===== src/rtl/ladybird_inst_prefetch_if.sv =====
// Core instruction port and instruction memory read port of the prefetch buffer.
// slave = the prefetch block, master = the core/memory environment.
interface ladybird_inst_prefetch_if #(
    parameter int unsigned XLEN = 32
);
    logic            c_req;
    logic [XLEN-1:0] c_addr;
    logic            c_gnt;
    logic            c_data_gnt;
    logic [XLEN-1:0] c_data;
    logic            m_req;
    logic [XLEN-1:0] m_addr;
    logic            m_gnt;
    logic            m_valid;
    logic [XLEN-1:0] m_data;

    modport slave (
        input  c_req, c_addr, m_gnt, m_valid, m_data,
        output c_gnt, c_data_gnt, c_data, m_req, m_addr
    );

    modport master (
        output c_req, c_addr, m_gnt, m_valid, m_data,
        input  c_gnt, c_data_gnt, c_data, m_req, m_addr
    );
endinterface


===== src/rtl/ladybird_inst_prefetch.sv =====
// Sequential instruction prefetch buffer: streams PC+4, PC+8, ... into a FIFO, flushes on branch.
// Optional hit/miss counters are enabled by defining LADYBIRD_PREFETCH_STATS_EN.
module ladybird_inst_prefetch #(
    parameter int unsigned     XLEN     = 32,
    parameter int unsigned     DEPTH    = 4,
    parameter logic [XLEN-1:0] RESET_PC = '0
) (
    input  logic                     clk,
    input  logic                     arst,
    ladybird_inst_prefetch_if.slave  bus
`ifdef LADYBIRD_PREFETCH_STATS_EN
    ,
    output logic [31:0]              hit_count,
    output logic [31:0]              miss_count
`endif
);
    localparam int unsigned     PTR_W      = $clog2(DEPTH);
    localparam int unsigned     CNT_W      = $clog2(DEPTH + 1);
    localparam logic [XLEN-1:0] WORD       = XLEN'(4);
    localparam logic [XLEN-1:0] ALIGN_MASK = {{(XLEN-2){1'b1}}, 2'b00};

    typedef enum logic [1:0] {C_IDLE, C_CHECK, C_WAIT} c_state_t;

    c_state_t         state_q, state_d;
    logic [XLEN-1:0]  req_addr_q, exp_addr_q, fetch_addr_q;
    logic [CNT_W-1:0] count_q, outst_q, discard_q;
    logic [PTR_W-1:0] wr_ptr_q, rd_ptr_q;
    logic [XLEN-1:0]  fifo_q [DEPTH];

    logic hit, flush, pop, issue, push, drop;

    assign hit = (exp_addr_q == req_addr_q);

    // Core-side FSM: accept, compare against the expected sequential address, return data.
    always_comb begin
        state_d        = state_q;
        flush          = 1'b0;
        pop            = 1'b0;
        bus.c_gnt      = 1'b0;
        bus.c_data_gnt = 1'b0;
        bus.c_data     = '0;
        case (state_q)
            C_IDLE: begin
                if (bus.c_req && !arst) begin
                    bus.c_gnt = 1'b1;
                    state_d   = C_CHECK;
                end
            end
            C_CHECK: begin
                flush   = !hit;
                state_d = C_WAIT;
            end
            C_WAIT: begin
                // count_q is registered, so a push this cycle is only poppable next cycle
                if (count_q != '0) begin
                    pop            = 1'b1;
                    bus.c_data_gnt = 1'b1;
                    bus.c_data     = fifo_q[rd_ptr_q];
                    state_d        = C_IDLE;
                end
            end
            default: state_d = C_IDLE;
        endcase
    end

    // Memory-side issue: fifo entries plus in-flight reads never exceed DEPTH.
    always_comb begin
        bus.m_req  = !arst && !flush &&
                     (({1'b0, count_q} + {1'b0, outst_q}) < (CNT_W+1)'(DEPTH));
        bus.m_addr = fetch_addr_q;
        issue      = bus.m_req && bus.m_gnt;
        drop       = bus.m_valid && (discard_q != '0);
        push       = bus.m_valid && (discard_q == '0) && !flush;
    end

    always_ff @(posedge clk or posedge arst) begin
        if (arst) begin
            state_q      <= C_IDLE;
            req_addr_q   <= RESET_PC;
            exp_addr_q   <= RESET_PC;
            fetch_addr_q <= RESET_PC;
            count_q      <= '0;
            outst_q      <= '0;
            discard_q    <= '0;
            wr_ptr_q     <= '0;
            rd_ptr_q     <= '0;
        end else begin
            state_q <= state_d;
            outst_q <= outst_q + CNT_W'(issue) - CNT_W'(bus.m_valid);
            if (bus.c_gnt) begin
                req_addr_q <= bus.c_addr & ALIGN_MASK;
            end
            if (flush) begin
                // every read still in flight after this cycle belongs to the old stream
                count_q      <= '0;
                wr_ptr_q     <= '0;
                rd_ptr_q     <= '0;
                discard_q    <= outst_q - CNT_W'(bus.m_valid);
                fetch_addr_q <= req_addr_q;
                exp_addr_q   <= req_addr_q;
            end else begin
                count_q <= count_q + CNT_W'(push) - CNT_W'(pop);
                if (push) begin
                    wr_ptr_q <= wr_ptr_q + PTR_W'(1);
                end
                if (pop) begin
                    rd_ptr_q   <= rd_ptr_q + PTR_W'(1);
                    exp_addr_q <= exp_addr_q + WORD;
                end
                if (drop) begin
                    discard_q <= discard_q - CNT_W'(1);
                end
                if (issue) begin
                    fetch_addr_q <= fetch_addr_q + WORD;
                end
            end
        end
    end

    always_ff @(posedge clk) begin
        if (push) begin
            fifo_q[wr_ptr_q] <= bus.m_data;
        end
    end

`ifdef LADYBIRD_PREFETCH_STATS_EN
    // Saturating hit/miss counters, one event per address check.
    always_ff @(posedge clk or posedge arst) begin
        if (arst) begin
            hit_count  <= '0;
            miss_count <= '0;
        end else if (state_q == C_CHECK) begin
            if (hit) begin
                if (hit_count != 32'hFFFF_FFFF) begin
                    hit_count <= hit_count + 32'd1;
                end
            end else if (miss_count != 32'hFFFF_FFFF) begin
                miss_count <= miss_count + 32'd1;
            end
        end
    end
`endif

endmodule

===== src/flat_wrapper.sv =====
// flat-port wrapper written by rule: the top's interface ports become plain ports
module ladybird_inst_prefetch_flat 
#(
    parameter int unsigned     XLEN     = 32,
    parameter int unsigned     DEPTH    = 4,
    parameter logic [XLEN-1:0] RESET_PC = '0
)
  (clk, arst, bus_c_req, bus_c_addr, bus_m_gnt, bus_m_valid, bus_m_data, bus_c_gnt, bus_c_data_gnt, bus_c_data, bus_m_req, bus_m_addr);
  ladybird_inst_prefetch_if #(.XLEN(XLEN)) bus_i ();
  input  logic clk;
  input  logic arst;
  input wire logic [$bits(bus_i.c_req)-1:0] bus_c_req;
  input wire logic [$bits(bus_i.c_addr)-1:0] bus_c_addr;
  input wire logic [$bits(bus_i.m_gnt)-1:0] bus_m_gnt;
  input wire logic [$bits(bus_i.m_valid)-1:0] bus_m_valid;
  input wire logic [$bits(bus_i.m_data)-1:0] bus_m_data;
  output wire logic [$bits(bus_i.c_gnt)-1:0] bus_c_gnt;
  output wire logic [$bits(bus_i.c_data_gnt)-1:0] bus_c_data_gnt;
  output wire logic [$bits(bus_i.c_data)-1:0] bus_c_data;
  output wire logic [$bits(bus_i.m_req)-1:0] bus_m_req;
  output wire logic [$bits(bus_i.m_addr)-1:0] bus_m_addr;
  assign bus_i.c_req = bus_c_req;
  assign bus_i.c_addr = bus_c_addr;
  assign bus_i.m_gnt = bus_m_gnt;
  assign bus_i.m_valid = bus_m_valid;
  assign bus_i.m_data = bus_m_data;
  assign bus_c_gnt = bus_i.c_gnt;
  assign bus_c_data_gnt = bus_i.c_data_gnt;
  assign bus_c_data = bus_i.c_data;
  assign bus_m_req = bus_i.m_req;
  assign bus_m_addr = bus_i.m_addr;
  ladybird_inst_prefetch #(.XLEN(XLEN), .DEPTH(DEPTH), .RESET_PC(RESET_PC)) u_core (.clk(clk), .arst(arst), .bus(bus_i));
endmodule

===== config.mk =====
export PLATFORM = sky130hd
export DESIGN_NAME = ladybird_inst_prefetch_flat
export DESIGN_NICKNAME = d
export VERILOG_FILES = /design/src/rtl/ladybird_inst_prefetch_if.sv /design/src/rtl/ladybird_inst_prefetch.sv /design/src/flat_wrapper.sv
export SDC_FILE = /design/constraint.sdc
export NUM_CORES = 1
export LEC_CHECK = 0
export CORE_UTILIZATION = 40
export DETAILED_ROUTE_END_ITERATION = 8
export DONT_BUFFER_PORTS = 1
export GPL_ROUTABILITY_DRIVEN = 1
export PLACE_DENSITY = 0.63
export SLEW_MARGIN = 10
export SYNTH_ARGS = -nofsm -noshare
export SYNTH_HDL_FRONTEND = slang
export SYNTH_SLANG_ARGS = --single-unit

===== constraint.sdc =====
create_clock -name clk -period 2.9 [get_ports clk]
set_clock_uncertainty 0.1 [all_clocks]
set_input_delay 0.145 -clock clk [delete_from_list [all_inputs] [get_ports clk]]
set_output_delay 0.145 -clock clk [all_outputs]
set_load 0.005 [all_outputs]

==> results_dict.tcl, run 1 <==
set metrics [dict create \
    status "complete, but fails checks" \
    violations "DRC" \
    grt_overflow 0 \
    antenna_left 0 \
    synth.distinct_cells 55 \
    area_growth_pct 21.27 \
    place_ws_ns 0.1205 \
    initial_core_util_pct 40.67 \
    die_h_um 167.3 \
    cts-htree-levels 1 \
    numCtsBuffers 27 \
    synth-async-reset-ratio_pct 45.06 \
    grt_max_degree 106 \
    worstPathRequired_ns 3.23 \
    period_share_pct 96.65 \
    peakVddDrop_mv 0.5335 \
    vias_per_cell 5.516 \
    io_pins 136 \
    r2r_slack_ns 0.1 \
    antenna_found_initial 3 \
    clkTransAtPathRegs_ns 0.06 \
    grt_use_total_pct 18.44 \
    synthCells 797 \
    maxCapViolCount 0 \
    coreArea_um2 26880 \
    port_buffers 0 \
    cp_max_fo 2 \
    endpoint_kind "flip-flop" \
    vias 6950 \
    synthesis.yosys.warnings 0 \
    grt_pass1_wl_um 40260 \
    clk_path_buf_depth 3 \
    synth_edf_count 128 \
    wl_per_cell_um 20.43 \
    avgSynthCellArea_um2 13.71 \
    drc 2 \
    synth.yosys.seq_area_share_pct 59.21 \
    synth_seq_cells 233 \
    timing.fmax_mhz 356.8 \
    synthFlopType "edfxtp_1" \
    rows 60 \
    finalSetupViolCount 0 \
    hold_viol 0 \
    fin_nets 982 \
    drt_first_iter_violations 543 \
    worst-setup-path-type "flip-flop to flip-flop" \
    dr.pass1.iters 7 \
    wirelength_um 25740 \
    powerDensity_nw_per_um2 918.7 \
    netlist_area_um2 10930 \
    slew_headroom_pct 59.96 \
    layout-drive-gt1-share_pct 22.05 \
    maxSlewViolCount 0 \
    cp.arrival_ns 3.13 \
    clk_latency_ns 0.54 \
    grt_pass1_vias 7118 \
    die_w_um 167.3 \
    place_congestion 0.9069 \
    setup_ws_ns 0.09718 \
    min_path_type "primary input to flip-flop" \
    power_w 0.01218 \
    startpoint_type "flip-flop" \
    tightest_slew_ns 0.6006 \
    power.leakage_nw 4.752 \
    cts_tree "yes" \
    cts.sinks 233 \
    dp_hpwl_um 16560 \
    min_period_ns 2.803 \
    dieArea_um2 27990 \
    clock-root-buffer "clkbuf_16" \
]
## cells by family (layout without fill, tap and decap cells)
family	Yosys count	count (layout)	synth area share [%]
other	1	5	0.03431
AOI/OAI and AO/OA	98	98	5.907
muxes	81	81	11.94
xor gates and xnor gates	73	73	5.987
buffers and inverters	68	186	2.988
and+or+nand+nor	225	225	11.73
DFF	233	233	59.21
adders and majority gates	18	18	2.198
## sequential cells by signal (all words and copies together), names as in the netlist
signal and cells:
u_core.fifo_q 128, u_core.outst_q 3, u_core.req_addr_q 30, u_core.state_q 2, u_core.count_q 3, u_core.wr_ptr_q 2, u_core.discard_q 3, u_core.bus.m_addr 30
u_core.exp_addr_q 30, u_core.rd_ptr_q 2
## cell usage after synthesis, drive strengths merged, types with 3 or more instances
| library cell | number | area [um2] |
|---|---|---|
| edfxtp | 128 | 3844 |
| nor3 | 10 | 50.05 |
| nor2 | 19 | 71.32 |
| nand3 | 31 | 155.2 |
| mux2 | 45 | 544.3 |
| xnor2 | 53 | 479.2 |
| dfrtp | 105 | 2628 |
| xor2 | 20 | 175.2 |
| nand2 | 32 | 120.1 |
| nor4 | 9 | 83.83 |
| and4 | 3 | 26.28 |
| or4 | 4 | 33.78 |
| o211ai | 46 | 345.3 |
| mux2i | 4 | 40.04 |
| ha | 16 | 200.2 |
| clkbuf | 25 | 95.09 |
| mux4 | 32 | 720.7 |
| o21ai | 40 | 211.5 |
| nand4 | 37 | 231.5 |
| or2 | 3 | 18.77 |
| inv | 20 | 75.07 |
| and2 | 39 | 244.0 |
| buf | 22 | 152.6 |
| or3 | 17 | 106.4 |
| and3 | 11 | 68.82 |
| nand2b | 4 | 25.02 |
## cell usage in the layout (no fill, tap or decap), types with 34 or more instances in the layout
cell and count:
o211ai_1 46, mux2_2 34, o21ai_0 34, xnor2_1 40, dfrtp_1 104, and2_1 39, edfxtp_1 128, buf_4 42
nand4_1 37, dlygate4sd3_1 66
## stage by stage
step / TNS, ns / hold slack, ns / util (%) / instances / instance area, um2
2_1_floorplan: 0 / 0.1159 / - / 798 / 10950
3_3_place_gp: 0 / 0.1208 / 43.07 / 1139 / 11570
3_5_place_dp: 0 / 0.1214 / 43.07 / 1139 / 11570
4_1_cts: 0 / 0.04778 / 48.93 / 1255 / 13150
5_1_grt: -0.03399 / 0.06045 / 49.31 / 1259 / 13250
6_report: 0 / 0.04301 / 49.32 / 1260 / 13250
## power breakdown
group,internal [W],switching [W],total [W]
combinational,0.00187,0.00167,0.00354
clock,0.00197,0.00140,0.00337
sequential,0.00428,0.000984,0.00526
total,0.00812,0.00405,0.0122
## worst max-delay path, cell delays in order (launching register included)
cell     delay, ns
dfrtp_1       0.39
ha_1          0.30
or4_4         0.51
or3b_4        0.39
nor2_1        0.11
ha_1          0.15
inv_1         0.05
fa_1          0.41
xnor2_2       0.16
xnor2_1       0.13
## timing repair
action | 4_1_cts | 5_1_grt
endpoints found under the hold margin | 273 | 0
endpoints found under the setup margin | 1 | 3
hold buffers | 66 | 0
resized for setup | 4 | 12
buffers inserted | 0 | 2
## final cells by class
type,count,area [um2]
multi-input cells,497,4268
flip-flops and latches,233,6472
repair buffers,115,1107
fillers,2307,13620
clock inverters,14,160.2
clock buffers,36,729.5
diodes,3,7.507
well taps,341,426.7
inverters,21,82.58
## per-layer routing
metal	vias to the layer above	share of wire, %	track usage [%]
met2	215	48	30.14
met5	-	0	0
met3	41	7.1	4.656
met4	0	2.1	4.747
li1	3203	-	-
met1	3491	43	24.51
## final timing paths
kind | start | to | depth (start not counted)
setup / recovery | u_core.outst_q[2] | u_core.outst_q[2] | 9
hold / removal | arst | u_core.outst_q[0] | 4
setup reg to reg | u_core.outst_q[2] | u_core.outst_q[2] | 9
hold reg to reg | u_core.count_q[0] | u_core.state_q[1] | 1
max in group asynchronous | arst | u_core.exp_addr_q[15] | 3
min in group asynchronous | arst | u_core.bus.m_addr[3] | 3
(Power assumes the default switching activity.)
==> run 2, diff against run 1 <==
--- a/config.mk
+++ b/config.mk
@@ -9,7 +9,7 @@
 export DETAILED_ROUTE_END_ITERATION = 8
 export DONT_BUFFER_PORTS = 1
 export GPL_ROUTABILITY_DRIVEN = 1
-export PLACE_DENSITY = 0.63
+export PLACE_DENSITY = 0.53
 export SLEW_MARGIN = 10
 export SYNTH_ARGS = -nofsm -noshare
 export SYNTH_HDL_FRONTEND = slang
==> run 2 against run 1 <==
The flow now finishes without violations. Hold slack improved by 0.011 ns. Maximum frequency rose by 2.0%. Clock power rose by 6%. Worst setup slack improved by 0.055 ns. Power rose by 2.0%. Count of clock-buffer cells in the layout fell by 3. Via count rose by 0.79%. Die area did not move. Final area rose by 0.14%. First-iteration DRC count fell by 12%. Critical endpoint is now u_core.bus.m_addr[10].
==> results_dict.tcl, run 2 (same netlist as run 1, synthesis figures left out) <==
set metrics [dict create \
    cts.sinks 233 \
    endpoint_kind "flip-flop" \
    crit_path_max_incr_delay_ns 0.51 \
    die_w_um 167.3 \
    power_w 0.01242 \
    io_pins 136 \
    rsz0062_at_grt "false" \
    grt_overflow 0 \
    wirelength_um 26560 \
    wl_per_cell_um 21.27 \
    worst-setup-path-type "flip-flop to flip-flop" \
    dr.pass1.iters 7 \
    vias 7005 \
    layout-drive-gt1-share_pct 21.28 \
    timing.fmax_mhz 363.9 \
    maxSlewViolCount 0 \
    num-fill-cells 2357 \
    rows 60 \
    peakVddDrop_mv 0.4488 \
    status "finished, final reports clean" \
    cpMaxStageDelayCell "or4_4" \
    startpoint_type "flip-flop" \
    dp.cells 1131 \
    numCtsBuffers 28 \
    fin_tns_setup_ns 0 \
    grt_max_degree 52 \
    clkTransAtPathRegs_ns 0.06 \
    fin_nets 974 \
    drt_first_iter_violations 479 \
    cp.arrival_ns 3.05 \
    grt_pass1_vias 7088 \
    grt_use_total_pct 18.97 \
    worstPathRequired_ns 3.20 \
    crit_family "simple AND/OR/NAND/NOR gates" \
    slew_headroom_pct 38.99 \
    cp_max_fo 11 \
    crit_chain "ha_1 > or4_4 > buf_4 > nor4_2 > buf_4 > nand3_1 > xnor2_1 > mux2_1" \
    powerDensity_nw_per_um2 935.4 \
    regMostFlops "u_core.fifo_q" \
    hold_viol 0 \
    clk_path_buf_depth 3 \
    path_buf_inv 2 \
    drc 0 \
    finalSetupViolCount 0 \
    power.leakage_nw 4.765 \
    crit_top_cell "buf_4" \
    dp_hpwl_um 17080 \
    layout_commonest_cell "edfxtp_1" \
    r2r_cells 8 \
    cp_num_cells 8 \
    dieArea_um2 27990 \
    antenna_found_initial 1 \
    place_congestion 0.8928 \
    mostFrequentLayoutCells "128 x edfxtp_1, 104 x dfrtp_1, 66 x dlygate4sd3_1, 46 x o211ai_1, 39 x and2_1" \
    layout.cells.non_filler 1249 \
    largest_reg_flops 128 \
    die_h_um 167.3 \
    coreArea_um2 26880 \
    min_path_cells 4 \
    antenna_left 0 \
    initial_core_util_pct 40.67 \
    clk_latency_ns 0.53 \
    vias_per_cell 5.608 \
    area_growth_pct 21.44 \
    port_buffers 0 \
    period_share_pct 94.77 \
    cts_tree "yes" \
    min_path_type "primary input to flip-flop" \
    grt_pass1_wl_um 41190 \
    clock-root-buffer "clkbuf_16" \
    cts-htree-levels 1 \
    min_period_ns 2.748 \
    tightest_slew_ns 0.9132 \
    maxCapViolCount 0 \
]
-- run 2: where the power goes --
| part | switching (W) | total, W | internal (W) |
|---|---|---|---|
| logic | 0.00171 | 0.00354 | 0.00183 |
| registers | 0.00102 | 0.00530 | 0.00428 |
| clock network | 0.00133 | 0.00357 | 0.00225 |
| total | 0.00406 | 0.0124 | 0.00836 |
-- run 2: final timing paths --
path / from / to / slack (ns)
max: u_core.outst_q[2] / u_core.bus.m_addr[10] / 0.15
min: arst / u_core.outst_q[0] / 0.05
max reg2reg: u_core.outst_q[2] / u_core.bus.m_addr[10] / 0.15
min reg2reg: u_core.count_q[0] / u_core.state_q[1] / 0.45
max in group asynchronous: arst / u_core.bus.m_addr[31] / 1.68
min in group asynchronous: arst / u_core.state_q[1] / 0.25
-- run 2: cell type report --
cell class              count  area, um2  share of cell area (%)
flip-flops and latches    233       6472                   48.77
repair buffers            106       1040                   7.834
multi-input cells         497       4304                   32.43
well taps                 341      426.7                   3.215
diodes                      1      2.502                 0.01885
clock buffers              33      740.7                   5.581
clock inverters            17      203.9                   1.537
inverters                  21      82.58                  0.6222
-- run 2: metrics by stage --
stage               worst slack (ns)  hold WS, ns  instance area [um2]  util (%)
floorplan                    0.03028       0.1159                10950         -
global placement              0.1155       0.1196                11510     42.84
detailed placement            0.1082       0.1302                11510     42.84
CTS                          0.09482      0.04556                13150     48.92
global route                0.002925      0.06346                13270     49.38
finish                        0.1518      0.05438                13270     49.39
-- run 2: worst register-to-register path, cell delays in order, from the launching register on --
cell and delay [ns]:
dfrtp_1 0.37, ha_1 0.29, or4_4 0.51, buf_4 0.18
nor4_2 0.29, buf_4 0.28, nand3_1 0.13, xnor2_1 0.16
mux2_1 0.31
-- run 2: per-layer routing --
metal	GRT usage [%]	up-vias	share of wire (%)
met5	0	-	0
met4	4.029	0	1.5
met3	4.940	34	7.5
met2	30.31	247	47
met1	26.05	3531	44
li1	-	3193	-
-- run 2: repair_timing --
| action | CTS | global route |
|---|---|---|
| setup endpoints to repair | 1 | 3 |
| gates resized for setup | 5 | 17 |
| gates cloned | 0 | 0 |
| hold buffers | 66 | 0 |
| hold endpoints to repair | 206 | 0 |
| buffers inserted | 0 | 1 |
| pin swaps | 0 | 1 |
